`config.mk`:
```
export PLATFORM = sky130hd
export DESIGN_NAME = shift_add_multiplier
export DESIGN_NICKNAME = d
export VERILOG_FILES = /design/src/rtl/shift_add_pkg.sv /design/src/rtl/adder_n.sv /design/src/rtl/shift_add_multiplier.sv
export SDC_FILE = /design/constraint.sdc
export NUM_CORES = 1
export LEC_CHECK = 0
export BUFFER_PORTS_ARGS = -buffer_cell sky130_fd_sc_hd__buf_2
export CAP_MARGIN = 20
export CORE_MARGIN = 3
export CORE_UTILIZATION = 53
export CTS_BUF_LIST = sky130_fd_sc_hd__clkbuf_4 sky130_fd_sc_hd__clkbuf_8
export CTS_CLUSTER_SIZE = 28
export DETAILED_ROUTE_END_ITERATION = 8
export PLACE_DENSITY = 0.81
export SETUP_SLACK_MARGIN = 0.4
export SLEW_MARGIN = 25
export SYNTH_ARGS = -nofsm -noshare
export SYNTH_HDL_FRONTEND = slang
export SYNTH_SLANG_ARGS = --single-unit
```
`constraint.sdc`:
```
create_clock -name clk -period 4.6 [get_ports clk]
set_input_delay 0.92 -clock clk [delete_from_list [all_inputs] [get_ports clk]]
set_output_delay 0.92 -clock clk [all_outputs]
set_load 0.1 [all_outputs]
```
`src/rtl/shift_add_pkg.sv`:
```
// -----------------------------------------------------------------------------
// shift_add_pkg
// Shared definitions for the shift-and-add multiplier.
//   state_t : controller states (S_IDLE, S_RUN, S_DONE)
// -----------------------------------------------------------------------------
package shift_add_pkg;

  typedef enum logic [1:0] {
    S_IDLE = 2'd0,
    S_RUN  = 2'd1,
    S_DONE = 2'd2
  } state_t;

endpackage

```
`src/rtl/adder_n.sv`:
```
// -----------------------------------------------------------------------------
// adder_n
// N-bit ripple-carry adder built from per-bit full-adder cells.
// Ports:
//   a, b   : N-bit addends
//   c_in   : carry in
//   sum    : N-bit sum
//   c_out  : carry out of the top bit
// -----------------------------------------------------------------------------
module adder_n #(
  parameter int N = 8
) (
  input  logic [N-1:0] a,
  input  logic [N-1:0] b,
  input  logic         c_in,
  output logic [N-1:0] sum,
  output logic         c_out
);

  logic [N:0] carry;

  assign carry[0] = c_in;

  for (genvar gi = 0; gi < N; gi++) begin : g_bit
    assign sum[gi]       = a[gi] ^ b[gi] ^ carry[gi];
    assign carry[gi + 1] = (a[gi] & b[gi]) | (carry[gi] & (a[gi] ^ b[gi]));
  end

  assign c_out = carry[N];

endmodule

```
`src/rtl/shift_add_multiplier.sv`:
```
// -----------------------------------------------------------------------------
// shift_add_multiplier
// Sequential unsigned N x N -> 2N multiplier, one partial product per cycle.
// The product register P holds the running high half in P[2N-1:N] and the
// not-yet-consumed multiplier bits in P[N-1:0]; each S_RUN cycle conditionally
// adds the multiplicand into the high half and shifts the whole register right.
//
// Ports:
//   clk        : clock, all state updates on posedge
//   rst        : synchronous active-high reset
//   in_valid   : operands a/b present
//   in_ready   : high in S_IDLE only
//   a, b       : unsigned multiplicand / multiplier (N bits)
//   out_valid  : high in S_DONE only
//   out_ready  : consumer takes product (only looked at in S_DONE)
//   product    : 2N-bit registered result
//
// Build option: define SHIFT_ADD_ZERO_BYPASS_EN to skip straight to S_DONE
// with a zero product when either operand is zero on accept.
// -----------------------------------------------------------------------------
module shift_add_multiplier
  import shift_add_pkg::*;
#(
  parameter int N = 8
) (
  input  logic           clk,
  input  logic           rst,
  input  logic           in_valid,
  output logic           in_ready,
  input  logic [N-1:0]   a,
  input  logic [N-1:0]   b,
  output logic           out_valid,
  input  logic           out_ready,
  output logic [2*N-1:0] product
);

  localparam int CW = $clog2(N);
  localparam logic [CW-1:0] LAST_STEP = CW'(N - 1);

  state_t           state_reg;
  state_t           state_next;
  logic [2*N-1:0]   p_reg;
  logic [N-1:0]     mcand_reg;
  logic [CW-1:0]    count_reg;

  logic [N-1:0]     addend;
  logic [N-1:0]     hi_sum;
  logic             hi_carry;
  logic             bypass_hit;

`ifdef SHIFT_ADD_ZERO_BYPASS_EN
  assign bypass_hit = (a == '0) || (b == '0);
`else
  assign bypass_hit = 1'b0;
`endif

  // Partial product: add the multiplicand only when the current LSB is set.
  assign addend = p_reg[0] ? mcand_reg : '0;

  adder_n #(
    .N(N)
  ) u_adder (
    .a     (p_reg[2*N-1:N]),
    .b     (addend),
    .c_in  (1'b0),
    .sum   (hi_sum),
    .c_out (hi_carry)
  );

  // State register
  always_ff @(posedge clk) begin
    if (rst) begin
      state_reg <= S_IDLE;
    end else begin
      state_reg <= state_next;
    end
  end

  // Next-state logic
  always_comb begin
    state_next = state_reg;
    case (state_reg)
      S_IDLE: begin
        if (in_valid) begin
          state_next = bypass_hit ? S_DONE : S_RUN;
        end
      end
      S_RUN: begin
        if (count_reg == LAST_STEP) begin
          state_next = S_DONE;
        end
      end
      S_DONE: begin
        if (out_ready) begin
          state_next = S_IDLE;
        end
      end
      default: state_next = S_IDLE;
    endcase
  end

  // Outputs are decoded from state only, so no input reaches them combinationally.
  always_comb begin
    in_ready  = 1'b0;
    out_valid = 1'b0;
    case (state_reg)
      S_IDLE:  in_ready  = 1'b1;
      S_DONE:  out_valid = 1'b1;
      default: begin
        in_ready  = 1'b0;
        out_valid = 1'b0;
      end
    endcase
  end

  // Datapath
  always_ff @(posedge clk) begin
    if (rst) begin
      p_reg     <= '0;
      mcand_reg <= '0;
      count_reg <= '0;
    end else begin
      case (state_reg)
        S_IDLE: begin
          if (in_valid) begin
            mcand_reg <= a;
            count_reg <= '0;
            p_reg     <= bypass_hit ? '0 : {{N{1'b0}}, b};
          end
        end
        S_RUN: begin
          // The adder carry becomes the new MSB; the consumed multiplier bit falls off.
          p_reg <= {hi_carry, hi_sum, p_reg[N-1:1]};
          // Hold on the final step so the counter never wraps for power-of-two N.
          if (count_reg != LAST_STEP) begin
            count_reg <= count_reg + CW'(1);
          end
        end
        default: begin
          p_reg     <= p_reg;
          mcand_reg <= mcand_reg;
          count_reg <= count_reg;
        end
      endcase
    end
  end

  assign product = p_reg;

endmodule

```
## Word-level counts from Yosys, hierarchy flattened

Cells that the tools add are included.

| word-level totals | value |
|---|---|
| register bits after elaboration | 29 |
| input bits | 20 |
| output and inout port bits | 18 |
| word-level logic and storage cells | 68 |

| cells by class | value |
|---|---|
| add/sub/neg operators | 1 |
| eq/ne operators | 8 |
| mux-type cells | 12 |
| bitwise gates (word level) | 37 |
| reductions and logical operators | 6 |

Operator list:

| operator | number |
|---|---|
| $pmux 16 s2 | 1 |
| $mux 16 | 1 |
| $and 1x1->1 | 15 |
| $xor 1x1->1 | 15 |
| $mux 8 | 1 |
| $ne 2x2->1 const B | 4 |
| $or 1x1->1 | 7 |
| $mux 2 | 3 |
| $mux 3 | 2 |
| $pmux 2 s3 | 1 |
| $pmux 3 s2 | 1 |
| $reduce_and 3->1 | 2 |
| $reduce_and 2->1 | 2 |
| $add 3x1->3 const B | 1 |
| $eq 3x3->1 const B | 1 |
| $ne 3x3->1 const B | 1 |
| $eq 2x1->1 const B | 1 |
| $eq 2x2->1 const B | 1 |
| $logic_not 2->1 | 1 |
| $mux 1 | 2 |
| $reduce_bool 2->1 | 1 |

## Longest topological paths before layout

| logic depth | value |
|---|---|
| word-level depth | 17 |
| depth in mapped cells | 15 |

## Modules after synthesis

From an unflattened synthesis, not the netlist that was laid out.

| unflattened totals | value |
|---|---|
| cell total of the unflattened synthesis | 153 |
| area, all modules | 1422.6 sq um |

By module, submodules not included:

| module | instances | cells each | area an instance (sq um) | sequential area each (sq um) |
|---|---|---|---|---|
| shift_add_multiplier | 1 | 135 | 1224.9 | 580.6 |
| adder_n | 1 | 18 | 197.7 | 0.0 |

## Worst setup path before layout

No wires, ideal clock.

| timing | value |
|---|---|
| kind | reg-to-reg |
| from | register p_reg[0] (netlist: product[0]) |
| to | register p_reg[14] (netlist: product[14]) |
| setup time | 0.128 ns |
| data arrival time | 4.332 ns |
| required time | 4.472 ns |
| slack | 0.141 ns |
| cell stages (with the launch flop) | 16 |
| path buffers | 1 |
| cell sequence | dfxtp_1 clkbuf_1 and2_1 ha_1 inv_1 fa_1 fa_1 fa_1 fa_1 fa_1 inv_1 fa_1 inv_1 fa_1 a2bb2oi_1 nor2_1 |

| between the ends | value |
|---|---|
| cells in the longest elaborated chain, start to end | 16 |

RTL lines:

| item | line | text |
|---|---|---|
| start: declaration | shift_add_multiplier.sv:42 | `logic [2*N-1:0] p_reg;` |
| start signal: assignment | shift_add_multiplier.sv:128 | `p_reg <= bypass_hit ? '0 : {{N{1'b0}}, b};` |
| start signal: assignment | shift_add_multiplier.sv:133 | `p_reg <= {hi_carry, hi_sum, p_reg[N-1:1]};` |
| start signal: assignment | shift_add_multiplier.sv:140 | `p_reg <= p_reg;` |
| $mux 8 (*) | shift_add_multiplier.sv:58 | `assign addend = p_reg[0] ? mcand_reg : '0;` |
| $and 1x1->1 or $xor 1x1->1 (tied branches) | adder_n.sv:26 | `assign carry[gi + 1] = (a[gi] & b[gi]) \| (carry[gi] & (a[gi] ^ b[gi]));` |
| $and 1x1->1 | adder_n.sv:26 |  |
| $or 1x1->1 | adder_n.sv:26 |  |
| $and 1x1->1 | adder_n.sv:26 |  |
| $or 1x1->1 | adder_n.sv:26 |  |
| $and 1x1->1 | adder_n.sv:26 |  |
| $or 1x1->1 | adder_n.sv:26 |  |
| $and 1x1->1 | adder_n.sv:26 |  |
| $or 1x1->1 | adder_n.sv:26 |  |
| $and 1x1->1 | adder_n.sv:26 |  |
| $or 1x1->1 | adder_n.sv:26 |  |
| $and 1x1->1 | adder_n.sv:26 |  |
| $or 1x1->1 | adder_n.sv:26 |  |
| $xor 1x1->1 (*) | adder_n.sv:25 | `assign sum[gi] = a[gi] ^ b[gi] ^ carry[gi];` |
| $pmux 16 s2 (*) | shift_add_multiplier.sv:123 | `case (state_reg)` |

Every way passes the cells marked *; elsewhere a longest branch is shown, timed or not.
A chain may end at the register's enable or synchronous reset.

## Final worst setup path

Same ends and word-level chain as after synthesis.

==> results.sh <==
export IMPL_die_w_um=57.26
export IMPL_initial_core_util_pct=59.52
export IMPL_syn_area_mm2=0.001393
export IMPL_min_period_ns=3.757
export IMPL_clock_latency_ns=0.33
export IMPL_hpwl_um=2214
export IMPL_ff2ff_path_depth=14
export IMPL_ys_types=26
export IMPL_synthAdderAreaFrac_pct=12.76
export IMPL_synth_ff_latch_count=29
export IMPL_die_area_mm2=0.003279
export IMPL_ys_seq_area_share_pct=41.69
export IMPL_ioPinCount=38
export IMPL_post_route_period_util_pct=81.67
export IMPL_crit_path_start_kind="flip-flop"
export IMPL_synth_mux_area_share_pct=5.750
export IMPL_synth_top_family_by_area="compound AO/OA/AOI/OAI gates"
export IMPL_hold_path_depth=2
export IMPL_cts_sinks=29
export IMPL_cts_root_buf="clkbuf_4"
export IMPL_grt_max_degree=31
export IMPL_slew_violations=0
export IMPL_firstDrtPassIters=4
export IMPL_cts_max_level=2
export IMPL_finalHoldViolations=0
export IMPL_outcome="finished clean"
export IMPL_post_cts_buffers=0
export IMPL_drc=0
export IMPL_netlist_instances=152
export IMPL_worstMarginPinSlew_ns=0.7101
export IMPL_end_kind="flip-flop"
export IMPL_layout_cells_non_filler=215
export IMPL_cp_arrival_ns=3.97
export IMPL_final_setup_viol_count=0
export IMPL_placed_cells=207
export IMPL_timing_worst_setup_path_type="reg2reg"
export IMPL_grtUsageTotal_pct=20.41
export IMPL_design_area_mm2=0.001640
export IMPL_portBuffers=37
export IMPL_clk_pin_slew_ns=0.10
export IMPL_tns_ns=0
export IMPL_cts_tree="done"
export IMPL_die_height_um=57.26
export IMPL_drt_total_wl_um=3041
export IMPL_avgRoutedWirePerCell_um=14.14
export IMPL_maxCapViolCount=0
export IMPL_synth_compound_area_share_pct=16.62
export IMPL_synthesis_nets=182
export IMPL_fin_worst_skew_ns=0.009461
export IMPL_relSlewSlack_pct=52.57
export IMPL_layout_drive_gt1_share_pct=26.74
export IMPL_reg2reg_slack_ns=0.84
export IMPL_gp_congestion=0.7662
export IMPL_rows=17
export IMPL_synthXorXnorAreaFrac_pct=0
export IMPL_max_freq_mhz=266.2
export IMPL_cts_resized=0
export IMPL_antennaDiodeCount=0
export IMPL_grt_pass1_vias=1176
export IMPL_ant_nets=0
export IMPL_n_fill_cell=200
export IMPL_grt_setup_unrepaired="false"
export IMPL_place_area_mm2=0.001570
export IMPL_numCtsBuffers=5
export IMPL_nNetsFinal=216
export IMPL_ys_warn_count=0
export IMPL_grt_pass1_wl_um=5271
export IMPL_hp_class="reg2reg"
export IMPL_core_area_mm2=0.002340
export IMPL_final_common_cell="buf_2"
export IMPL_synth_area_per_cell_um2=9.162
export IMPL_layout_common_cells="buf_2, dfxtp_1, nor2_1, nand2_1, inv_1"
export IMPL_synth_simple_area_share_pct=16.53
export IMPL_vias_per_cell=5.433
export IMPL_crit_required_ns=4.81
export IMPL_area_growth_pct=17.79
export IMPL_hold_buffers=0
export IMPL_power_density_mw_per_mm2=355.9
export IMPL_largest_register_ffs=16
export IMPL_cp_max_fo=10
export IMPL_initialDrtViolationCount=39
export IMPL_clock_path_buffers=2
export IMPL_vias=1168
export IMPL_whs_ns=0.5075
export IMPL_irDropWorstVdd_uv=294.7
export IMPL_antenna_found_initial=0
export IMPL_leakagePower_nw=0.7429
export IMPL_grt_ovfl_total=0
==> through the flow <==
stage	utilization, %	worst slack (ns)	power, mW
2_1_floorplan	-	0.4305	0.3843
3_3_place_gp	67.11	0.9617	0.4061
3_5_place_dp	67.11	0.8349	0.4103
4_1_cts	70.11	0.8261	0.5841
5_1_grt	70.11	0.6268	0.6086
6_report	70.11	0.8430	0.5838
==> area by class of cell <==
class	count	area, um2	area share, %
sequential	29	581.8	35.47
inverter	11	41.29	2.517
clock inverter	1	5.005	0.3051
multi-input combinational	101	719.4	43.86
clock buffer	7	65.06	3.966
timing repair buffer	38	192.7	11.75
tap	28	35.03	2.136
==> critical path, cell delays in order (launching register included) <==
cell       delay [ns]
dfxtp_2          0.43
and2_1           0.16
ha_1             0.14
inv_1            0.04
fa_1             0.37
fa_1             0.39
fa_1             0.39
fa_1             0.38
fa_1             0.36
inv_1            0.07
fa_1             0.16
inv_1            0.05
fa_1             0.48
a2bb2oi_1        0.16
nor2_1           0.05
==> synth_stat cells, drive strengths merged <==
master	count	share of area, %
clkbuf	4	1.1
dfxtp	29	42
inv	11	3.0
or2	1	0.45
a22oi	2	1.1
and2	2	0.90
a21oi	10	3.9
buf	7	2.6
or3b	1	0.63
fa	7	10
a41o	2	1.4
nand3b	1	0.54
nor3b	3	1.6
mux2i	8	5.8
nor2	26	7.0
nand2b	1	0.45
nand2	15	4.0
ha	3	2.7
a2bb2oi	7	4.4
o21ba	1	0.72
a211oi	8	4.3
nor2b	2	0.90
o21bai	1	0.81
==> worst paths after layout <==
path / to / startpoint
min: mcand_reg[0]$_SDFFE_PP0P_ / mcand_reg[0]$_SDFFE_PP0P_
min reg2reg: mcand_reg[0]$_SDFFE_PP0P_ / mcand_reg[0]$_SDFFE_PP0P_
max: product[14]$_SDFFE_PP0P_ / product[0]$_SDFFE_PP0P_
max reg2reg: product[14]$_SDFFE_PP0P_ / product[0]$_SDFFE_PP0P_
==> per-layer routing <==
layer | global-route usage (%) | part of all wire [%] | up-vias | wire length [um]
met5 | 0 | 0 | - | 0
met4 | 7.616 | 1.2 | 0 | 37
met3 | 7.240 | 5.1 | 5 | 156
met2 | 32.63 | 51 | 28 | 1539
met1 | 25.35 | 43 | 561 | 1308
li1 | - | - | 574 | -
==> power breakdown <==
part	internal, mW	switching (mW)	leakage (nW)
clock network	0.0884	0.0906	0.0413
registers	0.265	0.0115	0.238
logic	0.0329	0.0957	0.464
total	0.386	0.198	0.743
==> cell families (layout without fill, tap and decap cells) <==
kind of cell | Yosys count | after routing
fa+ha+maj | 10 | 10
buf+inv | 22 | 57
simple gates | 52 | 52
mux | 8 | 8
compound gates | 31 | 31
flops | 29 | 29
Power figures use the tool's default switching activity.
